<file path="src/rtl/imem_loader_pkg.sv">
// Shared types and constants for the IMEM program loader.
// Optional checksum trailer support is selected with IMEM_LOADER_CHECKSUM_EN.
package imem_loader_pkg;

  typedef enum logic [2:0] {
    ST_IDLE,
    ST_RX_HI,
    ST_RX_LO,
    ST_WRITE,
    ST_CHECK,
    ST_DONE
  } loader_state_e;

  localparam int BYTE_W         = 8;
  localparam int BYTES_PER_WORD = 2;
  localparam int CSUM_W         = 8;

  // A new load may only begin from a quiescent state.
  function automatic logic start_allowed(input loader_state_e s);
    return (s == ST_IDLE) || (s == ST_DONE);
  endfunction

endpackage

</file>
<file path="src/rtl/imem_program_loader_if.sv">
// Host byte link plus IMEM write port of the program loader.
// master = loader side, slave = host / memory side.
interface imem_program_loader_if #(
  parameter int ADDR_W = 4,
  parameter int DATA_W = 16
);
  logic              start;
  logic [7:0]        byte_in;
  logic              byte_valid;
  logic              byte_ready;
  logic [ADDR_W-1:0] write_select;
  logic [DATA_W-1:0] imem_input;
  logic              write_enable;
  logic              cpu_hold;
  logic              busy;
  logic              done;
  logic              error;

  modport master (
    input  start, byte_in, byte_valid,
    output byte_ready, write_select, imem_input, write_enable,
           cpu_hold, busy, done, error
  );

  modport slave (
    output start, byte_in, byte_valid,
    input  byte_ready, write_select, imem_input, write_enable,
           cpu_hold, busy, done, error
  );
endinterface

</file>
<file path="src/rtl/imem_loader_byte_packer.sv">
// Assembles two bytes (high first) into one IMEM word.
// With IMEM_LOADER_CHECKSUM_EN it also keeps a mod-256 sum of every data byte.
module imem_loader_byte_packer
  import imem_loader_pkg::*;
(
  input  logic                               clk,
  input  logic                               rst,
  input  logic                               clear,
  input  logic                               load_hi,
  input  logic                               load_lo,
  input  logic [BYTE_W-1:0]                  byte_in,
  output logic [BYTES_PER_WORD*BYTE_W-1:0]   word
`ifdef IMEM_LOADER_CHECKSUM_EN
  ,
  output logic [CSUM_W-1:0]                  csum
`endif
);

  logic [BYTE_W-1:0] hi_q;

  // word only updates on the low byte, so it holds the last written value.
  always_ff @(posedge clk or posedge rst) begin
    if (rst) begin
      hi_q <= '0;
      word <= '0;
    end else begin
      if (clear) begin
        hi_q <= '0;
      end else if (load_hi) begin
        hi_q <= byte_in;
      end
      if (load_lo) begin
        word <= {hi_q, byte_in};
      end
    end
  end

`ifdef IMEM_LOADER_CHECKSUM_EN
  always_ff @(posedge clk or posedge rst) begin
    if (rst) begin
      csum <= '0;
    end else if (clear) begin
      csum <= '0;
    end else if (load_hi || load_lo) begin
      csum <= csum + byte_in;
    end
  end
`endif

endmodule

</file>
<file path="src/rtl/imem_program_loader.sv">
// Loads a DEPTH-word program image from a byte stream into IMEM while holding the CPU.
// Define IMEM_LOADER_CHECKSUM_EN to require a trailing checksum byte after the image.
module imem_program_loader
  import imem_loader_pkg::*;
#(
  parameter int ADDR_W = 4,
  parameter int DEPTH  = 16
) (
  input  logic                  clk,
  input  logic                  rst,
  imem_program_loader_if.master lif,
  output loader_state_e         dbg_state
);

  localparam logic [ADDR_W-1:0] LAST_ADDR = ADDR_W'(DEPTH - 1);

  loader_state_e               state;
  logic [ADDR_W-1:0]           addr;
  logic                        ready_q;
  logic [ADDR_W-1:0]           wsel_q;
  logic                        we_q;
  logic                        hold_q;
  logic                        busy_q;
  logic                        done_q;
  logic                        xfer;
  logic                        start_ok;
  logic                        load_hi;
  logic                        load_lo;
  logic [BYTES_PER_WORD*BYTE_W-1:0] word;
`ifdef IMEM_LOADER_CHECKSUM_EN
  logic [CSUM_W-1:0]           csum;
  logic                        error_q;
`endif

  // Handshake: a byte moves on a rising edge where byte_valid && byte_ready;
  // byte_ready is registered and only high in RX_HI, RX_LO and CHECK, and a
  // byte offered while byte_ready is low stays pending at the source.
  assign xfer     = lif.byte_valid && ready_q;
  assign start_ok = lif.start && start_allowed(state);
  assign load_hi  = (state == ST_RX_HI) && xfer;
  assign load_lo  = (state == ST_RX_LO) && xfer;

  imem_loader_byte_packer u_packer (
    .clk     (clk),
    .rst     (rst),
    .clear   (start_ok),
    .load_hi (load_hi),
    .load_lo (load_lo),
    .byte_in (lif.byte_in),
    .word    (word)
`ifdef IMEM_LOADER_CHECKSUM_EN
    ,
    .csum    (csum)
`endif
  );

  always_ff @(posedge clk or posedge rst) begin
    if (rst) begin
      state   <= ST_IDLE;
      addr    <= '0;
      ready_q <= 1'b0;
      wsel_q  <= '0;
      we_q    <= 1'b0;
      hold_q  <= 1'b0;
      busy_q  <= 1'b0;
      done_q  <= 1'b0;
`ifdef IMEM_LOADER_CHECKSUM_EN
      error_q <= 1'b0;
`endif
    end else begin
      we_q <= 1'b0;
      case (state)
        ST_IDLE, ST_DONE: begin
          if (start_ok) begin
            state   <= ST_RX_HI;
            addr    <= '0;
            done_q  <= 1'b0;
            hold_q  <= 1'b1;
            busy_q  <= 1'b1;
            ready_q <= 1'b1;
`ifdef IMEM_LOADER_CHECKSUM_EN
            error_q <= 1'b0;
`endif
          end
        end
        ST_RX_HI: begin
          if (xfer) state <= ST_RX_LO;
        end
        ST_RX_LO: begin
          // Strobe is raised on entry so it is high for exactly the WRITE cycle.
          if (xfer) begin
            state   <= ST_WRITE;
            ready_q <= 1'b0;
            we_q    <= 1'b1;
            wsel_q  <= addr;
          end
        end
        ST_WRITE: begin
          if (addr == LAST_ADDR) begin
`ifdef IMEM_LOADER_CHECKSUM_EN
            state   <= ST_CHECK;
            ready_q <= 1'b1;
`else
            state   <= ST_DONE;
            done_q  <= 1'b1;
            hold_q  <= 1'b0;
            busy_q  <= 1'b0;
`endif
          end else begin
            addr    <= addr + 1'b1;
            state   <= ST_RX_HI;
            ready_q <= 1'b1;
          end
        end
`ifdef IMEM_LOADER_CHECKSUM_EN
        ST_CHECK: begin
          if (xfer) begin
            state   <= ST_DONE;
            ready_q <= 1'b0;
            error_q <= (lif.byte_in != csum);
            done_q  <= 1'b1;
            hold_q  <= 1'b0;
            busy_q  <= 1'b0;
          end
        end
`endif
        default: state <= ST_IDLE;
      endcase
    end
  end

  assign lif.byte_ready   = ready_q;
  assign lif.write_select = wsel_q;
  assign lif.imem_input   = word;
  assign lif.write_enable = we_q;
  assign lif.cpu_hold     = hold_q;
  assign lif.busy         = busy_q;
  assign lif.done         = done_q;
`ifdef IMEM_LOADER_CHECKSUM_EN
  assign lif.error        = error_q;
`else
  assign lif.error        = 1'b0;
`endif
  assign dbg_state        = state;

endmodule

</file>
<file path="src/flat_wrapper.sv">
// flat-port wrapper written by rule: the top's interface ports become plain ports
module imem_program_loader_flat import imem_loader_pkg::*;
#(
  parameter int ADDR_W = 4,
  parameter int DEPTH  = 16
)
  (clk, rst, dbg_state, lif_start, lif_byte_in, lif_byte_valid, lif_byte_ready, lif_write_select, lif_imem_input, lif_write_enable, lif_cpu_hold, lif_busy, lif_done, lif_error);
  imem_program_loader_if #(.ADDR_W(ADDR_W), .DATA_W((16))) lif_i ();
  input  logic clk;
  input  logic rst;
  output loader_state_e dbg_state;
  input wire logic [$bits(lif_i.start)-1:0] lif_start;
  input wire logic [$bits(lif_i.byte_in)-1:0] lif_byte_in;
  input wire logic [$bits(lif_i.byte_valid)-1:0] lif_byte_valid;
  output wire logic [$bits(lif_i.byte_ready)-1:0] lif_byte_ready;
  output wire logic [$bits(lif_i.write_select)-1:0] lif_write_select;
  output wire logic [$bits(lif_i.imem_input)-1:0] lif_imem_input;
  output wire logic [$bits(lif_i.write_enable)-1:0] lif_write_enable;
  output wire logic [$bits(lif_i.cpu_hold)-1:0] lif_cpu_hold;
  output wire logic [$bits(lif_i.busy)-1:0] lif_busy;
  output wire logic [$bits(lif_i.done)-1:0] lif_done;
  output wire logic [$bits(lif_i.error)-1:0] lif_error;
  assign lif_i.start = lif_start;
  assign lif_i.byte_in = lif_byte_in;
  assign lif_i.byte_valid = lif_byte_valid;
  assign lif_byte_ready = lif_i.byte_ready;
  assign lif_write_select = lif_i.write_select;
  assign lif_imem_input = lif_i.imem_input;
  assign lif_write_enable = lif_i.write_enable;
  assign lif_cpu_hold = lif_i.cpu_hold;
  assign lif_busy = lif_i.busy;
  assign lif_done = lif_i.done;
  assign lif_error = lif_i.error;
  imem_program_loader #(.ADDR_W(ADDR_W), .DEPTH(DEPTH)) u_core (.clk(clk), .rst(rst), .lif(lif_i), .dbg_state(dbg_state));
endmodule
</file>
<file path="config.mk">
export PLATFORM = sky130hd
export DESIGN_NAME = imem_program_loader_flat
export DESIGN_NICKNAME = d
export VERILOG_FILES = /design/src/rtl/imem_loader_pkg.sv /design/src/rtl/imem_program_loader_if.sv /design/src/rtl/imem_loader_byte_packer.sv /design/src/rtl/imem_program_loader.sv /design/src/flat_wrapper.sv
export SDC_FILE = /design/constraint.sdc
export NUM_CORES = 1
export LEC_CHECK = 0
export ABC_CLOCK_PERIOD_IN_PS = 3580
export CORE_ASPECT_RATIO = 1.75
export CORE_MARGIN = 1.5
export CORE_UTILIZATION = 53
export DETAILED_ROUTE_END_ITERATION = 8
export PLACE_DENSITY = 0.82
export SLEW_MARGIN = 15
export SYNTH_ARGS = -nofsm -noshare
export SYNTH_HDL_FRONTEND = slang
export SYNTH_SLANG_ARGS = --single-unit
export TNS_END_PERCENT = 100
</file>
<file path="constraint.sdc">
create_clock -name clk -period 3.58 [get_ports clk]
set_clock_uncertainty 0.2 [all_clocks]
set_input_delay 0.716 -clock clk [delete_from_list [all_inputs] [get_ports clk]]
set_output_delay 0.716 -clock clk [all_outputs]
set_load 0.05 [all_outputs]
</file>
==> impl_metrics.env, run 1 <==
export IMPL_synth_main_ff_cell="dfrtp_1"
export IMPL_synthTopCellsByArea="dfrtp_1, mux2_2, o21ai_0"
export IMPL_fin_area_mm2=0.00227
export IMPL_avgSynthCellArea_um2=12.6
export IMPL_via_per_inst=5.57
export IMPL_path_delay_family="buffers and inverters"
export IMPL_fin_ws_ns=0.812
export IMPL_slew_violations=0
export IMPL_cts_setup_buffers=0
export IMPL_synth_edf_count=0
export IMPL_dr_pass1_iters=4
export IMPL_setup_viol=0
export IMPL_syn_nets=154
export IMPL_hold_path_class="reg2reg"
export IMPL_path_cells="clkdlybuf4s50_1"
export IMPL_cts_buffers=5
export IMPL_max_freq_mhz=361
export IMPL_syn_cell_area_mm2=0.00177
export IMPL_power_density_mw_per_mm2=993
export IMPL_synth_top_family_by_area="multiplexers"
export IMPL_placeableCoreArea_mm2=0.00318
export IMPL_grt_ovfl_total=0
export IMPL_critPathBufInv=1
export IMPL_hpwl_mm=2.74
export IMPL_min_period_over_period_pct=77.3
export IMPL_placed_cells=216
export IMPL_synth_top_area_share_pct=55.1
export IMPL_grt_usage_pct=24.2
export IMPL_async_flop_share_pct=100
export IMPL_cp_required_ns=2.66
export IMPL_status="complete, no violations"
export IMPL_cts_tree="yes"
export IMPL_cts_root_buffer="clkbuf_8"
export IMPL_cp_end_kind="output port"
export IMPL_die_w_um=46.7
export IMPL_cts_hold_buffers=0
export IMPL_synthAdderAreaFrac_pct=0.706
export IMPL_cts_sinks=39
export IMPL_drt_wirelength_per_cell_um=16.9
export IMPL_synth_compound_area_share_pct=11.8
export IMPL_yosys_mux_area_fraction_pct=13.8
export IMPL_wl_met2_mm=2.16
export IMPL_place_ws_ns=1.06
export IMPL_clock_path_buffers=2
export IMPL_fin_tns_setup_ns=0
export IMPL_clk_pin_slew_ns=0.08
export IMPL_peakVddDrop_uv=555
export IMPL_antenna_found_initial=0
export IMPL_routed_wl_mm=3.79
export IMPL_met1_length_mm=1.39
export IMPL_ys_seq_area_share_pct=55.1
export IMPL_cp_max_fo=13
export IMPL_yosys_warnings=0
export IMPL_cp_arrival_ns=1.85
export IMPL_wl_met3_um=149
export IMPL_rsz0062_at_grt="false"
export IMPL_drive_above_1_share_pct=21.0
export IMPL_dieArea_mm2=0.00371
export IMPL_diodes=0
export IMPL_dieHeight_um=79.5
export IMPL_utilization_pct=71.5
export IMPL_grt_max_degree=22
export IMPL_worstSetupPathType="reg2out"
export IMPL_synth_cell_types=38
export IMPL_synth_largest_area_cell="dfrtp_1"
export IMPL_rows=27
export IMPL_syn_inst=141
export IMPL_worst_pin_slew_ns=0.764
export IMPL_placed_area_mm2=0.00215
export IMPL_top_layer_used="met4"
export IMPL_port_buffers=39
export IMPL_synth_xor_area_share_pct=0.494
export IMPL_slowest_stage="clkdlybuf4s50_1"
export IMPL_layout_common_cells="clkdlybuf4s50_1, dfrtp_1, mux2_2"
export IMPL_min_period_ns=2.77
export IMPL_grt_pass1_wl_mm=6.35
export IMPL_drt_drc_violations_left=0
export IMPL_ant_nets=0
export IMPL_fillers=252
export IMPL_max_stage_delay_ns=0.91
export IMPL_start_kind="register"
export IMPL_timing_max_cap_violations=0
export IMPL_yosys_area_share_simple_pct=12.1
export IMPL_ctsResizeCount=0
export IMPL_synth_seq_cells=39
export IMPL_initial_core_util_pct=55.8
export IMPL_num_io_pins=41
export IMPL_hold_viol=0
export IMPL_gp_congestion=0.788
export IMPL_slew_headroom_pct=49.0
export IMPL_vias=1248
export IMPL_clock_latency_ns=0.29
export IMPL_final_nets=193
export IMPL_drt_initial_drc_count=8
export IMPL_area_growth_pct=28.1
export IMPL_cts_max_level=2
export IMPL_grt_pass1_vias=1336
export IMPL_instances_no_fill=224
export IMPL_power_leakage_nw=0.980
[cell families (layout without fill, tap and decap cells)]
kind of cell	count (synthesis)	after routing
other	1	1
XOR/XNOR	1	1
AO/OA/AOI/OAI	32	32
AND/OR/NAND/NOR	31	31
flip-flops	39	39
multiplexers	22	22
buffers and inverters	14	54
adder cells (fa/ha/maj)	1	1
[where the power goes]
part	total, W	internal [W]	leakage [nW]	switching, W
Combinational	0.00111	0.000417	0.428	0.000695
Clock	0.000380	0.000225	0.0612	0.000154
Sequential	0.000762	0.000614	0.490	0.000148
Total	0.00225	0.00126	0.980	0.000997
[synth_stat cells (2+ instances only)]
cell / n
mux2_2: 20
nor2b_1: 2
nand3_1: 10
o21ai_0: 12
buf_6: 2
and3b_1: 2
nand2b_1: 2
a21oi_1: 10
a22oi_1: 2
buf_4: 6
dfrtp_1: 39
nor2_1: 4
mux2i_1: 2
inv_1: 4
[area by class of cell]
type	instances	area [um^2]	share of cell area, %
multi-input cells	88	694	30.6
flip-flops and latches	39	976	43.0
inverters	4	15.0	0.662
well taps	43	53.8	2.37
clock inverters	2	35.0	1.54
repair buffers	42	413	18.2
clock buffers	6	82.6	3.64
[layer usage]
| metal | track usage, % | up-vias |
|---|---|---|
| li1 | - | 577 |
| met1 | 26.1 | 626 |
| met2 | 41.3 | 35 |
| met3 | 5.88 | 10 |
| met4 | 12.5 | 0 |
| met5 | 0 | - |
[metrics by stage]
stage | hold slack [ns] | total power [W]
final | 0.303 | 0.00225
after detailed placement | 0.288 | 0.00188
after CTS | 0.305 | 0.00226
after global routing | 0.320 | 0.00237
after global placement | 0.280 | 0.00183
after floorplan | 0.273 | 0.00155
[registers in the layout, summed over array words and instances (netlist names), 3 cells and up]
signal                   cells
u_core.lif.write_select      4
u_core.dbg_state             3
u_core.u_packer.hi_q         8
u_core.addr                  4
u_core.u_packer.word        16
[path summary, 6_finish.rpt]
path                       depth (start not counted)  slack [ns]                                   end                                 from
max                                                1        0.81                          dbg_state[0]      u_core.dbg_state[0]$_DFFE_PP0P_
min                                                1        0.30  u_core.u_packer.word[11]$_DFFE_PP0P_  u_core.u_packer.hi_q[3]$_DFFE_PP0P_
max reg2reg                                        3        1.43   u_core.u_packer.hi_q[5]$_DFFE_PP0P_      u_core.dbg_state[0]$_DFFE_PP0P_
min reg2reg                                        1        0.30  u_core.u_packer.word[11]$_DFFE_PP0P_  u_core.u_packer.hi_q[3]$_DFFE_PP0P_
max in group asynchronous                          3        1.88           u_core.lif.done$_DFFE_PP0P_                                  rst
min in group asynchronous                          2        0.66  u_core.u_packer.word[13]$_DFFE_PP0P_                                  rst
Note: power is estimated with default switching activity, not from simulation.
==> run 2: changes to the inputs <==
ABC_CLOCK_PERIOD_IN_PS = 2600   (was 3580)
CORE_UTILIZATION = 49   (was 53)
PLACE_DENSITY = 0.76   (was 0.82)
clock period = 2.6 ns   (was 3.58 ns; I/O delays follow)
==> run 2 against run 1 <==
Against the previous run: sequential cell count stayed put; critical path depth stayed put; combinational power is 44% higher; critical path type unchanged; die area is 7.7% higher; final cell count is 2.2% higher; worst hold slack worse by 0.0092 ns; wire length is 4.0% lower; global-route usage is 4.0 points lower; non-clock buffer count is 3 higher; sequential share of layout area is 0.38 points lower.
==> impl_metrics.env, run 2 (synthesis results as in run 1) <==
export IMPL_status="complete, no violations"
export IMPL_setup_viol=0
export IMPL_die_w_um=48.5
export IMPL_cts_hold_buffers=0
export IMPL_reg_top3="u_core.u_packer.word: 16 flops, u_core.u_packer.hi_q: 8 flops"
export IMPL_dieArea_mm2=0.00400
export IMPL_start_kind="register"
export IMPL_largest_reg_flops=16
export IMPL_placeableCoreArea_mm2=0.00343
export IMPL_timing_max_cap_violations=0
export IMPL_hold_path_class="reg2reg"
export IMPL_hold_viol=0
export IMPL_rows=28
export IMPL_max_stage_delay_ns=0.84
export IMPL_fin_area_mm2=0.00229
export IMPL_clock_path_buffers=2
export IMPL_worstSetupPathType="reg2out"
export IMPL_worst_pin_slew_ns=0.511
export IMPL_power_density_mw_per_mm2=1350
export IMPL_cp_arrival_ns=1.57
export IMPL_ant_nets=0
export IMPL_cp_required_ns=1.88
export IMPL_layout_common_cells="clkdlybuf4s50_1, dfrtp_1, mux2_2"
export IMPL_initial_core_util_pct=51.6
export IMPL_grt_pass1_wl_mm=6.11
export IMPL_ctsResizeCount=0
export IMPL_grt_ovfl_total=0
export IMPL_slew_violations=0
export IMPL_drt_initial_drc_count=15
export IMPL_cts_tree="yes"
export IMPL_diodes=0
export IMPL_path_cells="clkdlybuf4s50_1"
export IMPL_cts_sinks=39
export IMPL_max_freq_mhz=437
export IMPL_drive_above_1_share_pct=22.3
export IMPL_power_leakage_nw=0.992
export IMPL_area_growth_pct=29.2
export IMPL_routed_wl_mm=3.64
export IMPL_path_delay_family="buffers and inverters"
export IMPL_gp_congestion=0.774
export IMPL_hpwl_mm=2.69
export IMPL_cts_max_level=2
export IMPL_placed_area_mm2=0.00218
export IMPL_num_io_pins=41
export IMPL_clock_latency_ns=0.29
export IMPL_cts_buffers=5
export IMPL_hold_ws_ns=0.294
export IMPL_critPathBufInv=1
export IMPL_slew_headroom_pct=65.8
export IMPL_cp_max_fo=7
export IMPL_peakVddDrop_uv=942
export IMPL_vias=1278
export IMPL_grt_usage_pct=20.1
export IMPL_clk_pin_slew_ns=0.08
export IMPL_drt_drc_violations_left=0
export IMPL_rsz0062_at_grt="false"
export IMPL_fin_tns_setup_ns=0
export IMPL_antenna_found_initial=0
export IMPL_cts_root_buffer="clkbuf_8"
export IMPL_drt_wirelength_per_cell_um=15.9
export IMPL_grt_max_degree=40
export IMPL_dr_pass1_iters=4
export IMPL_via_per_inst=5.58
export IMPL_dieHeight_um=82.5
export IMPL_cp_end_kind="output port"
export IMPL_port_buffers=39
export IMPL_r2r_slack_ns=0.70
export IMPL_cts_setup_buffers=0
export IMPL_min_period_over_period_pct=88.1
export IMPL_top_register="u_core.u_packer.word"
export IMPL_final_nets=196
export IMPL_slowest_stage="clkdlybuf4s50_1"
export IMPL_grt_pass1_vias=1340
export IMPL_utilization_pct=66.7
export IMPL_min_period_ns=2.29
run 2: cell count changes in the layout (fill, tap and decap cells not counted), sizes merged:
cell	previous run	this run
buf	3	6
clkinv	1	2
clkbuf	6	5
run 2: final cells by class:
cell class	instances	area, um^2
inverters	4	15.0
clock buffers	5	68.8
repair buffers	45	435
flip-flops and latches	39	976
well taps	45	56.3
fillers	293	1140
multi-input cells	88	694
clock inverters	3	43.8
run 2: where the power goes:
group | total [W] | internal [W] | switching (W)
logic | 0.00160 | 0.000597 | 0.00100
clock network | 0.000504 | 0.000286 | 0.000218
registers | 0.000996 | 0.000846 | 0.000150
total | 0.00310 | 0.00173 | 0.00137
run 2: metrics by stage:
step | total power (W) | cells | worst slack, ns
after global routing | 0.00325 | 229 | 0.260
after global placement | 0.00255 | 221 | 0.360
after detailed placement | 0.00262 | 221 | 0.306
after CTS | 0.00312 | 229 | 0.304
after floorplan | 0.00214 | 141 | 0.738
final | 0.00310 | 229 | 0.310
run 2: metal layers:
metal / vias to the layer above / routed length (um) / GRT usage [%]
met1: 651 / 1360 / 21.2
met4: 0 / 86 / 11.7
met5: - / 0 / 0
met3: 8 / 144 / 3.42
li1: 579 / - / -
met2: 40 / 2050 / 37.9
run 2: path summary, 6_finish.rpt:
| check | from | endpoint | cells past startpoint |
|---|---|---|---|
| worst max-delay path | u_core.lif.byte_ready$_DFFE_PP0P_ | lif_byte_ready | 1 |
| worst min-delay path | u_core.u_packer.hi_q[7]$_DFFE_PP0P_ | u_core.u_packer.word[15]$_DFFE_PP0P_ | 1 |
| worst max register to register | u_core.dbg_state[2]$_DFFE_PP0P_ | u_core.lif.byte_ready$_DFFE_PP0P_ | 4 |
| worst min register to register | u_core.u_packer.hi_q[7]$_DFFE_PP0P_ | u_core.u_packer.word[15]$_DFFE_PP0P_ | 1 |
| max in group asynchronous | rst | u_core.u_packer.word[4]$_DFFE_PP0P_ | 3 |
| min in group asynchronous | rst | u_core.addr[1]$_DFFE_PP0P_ | 3 |
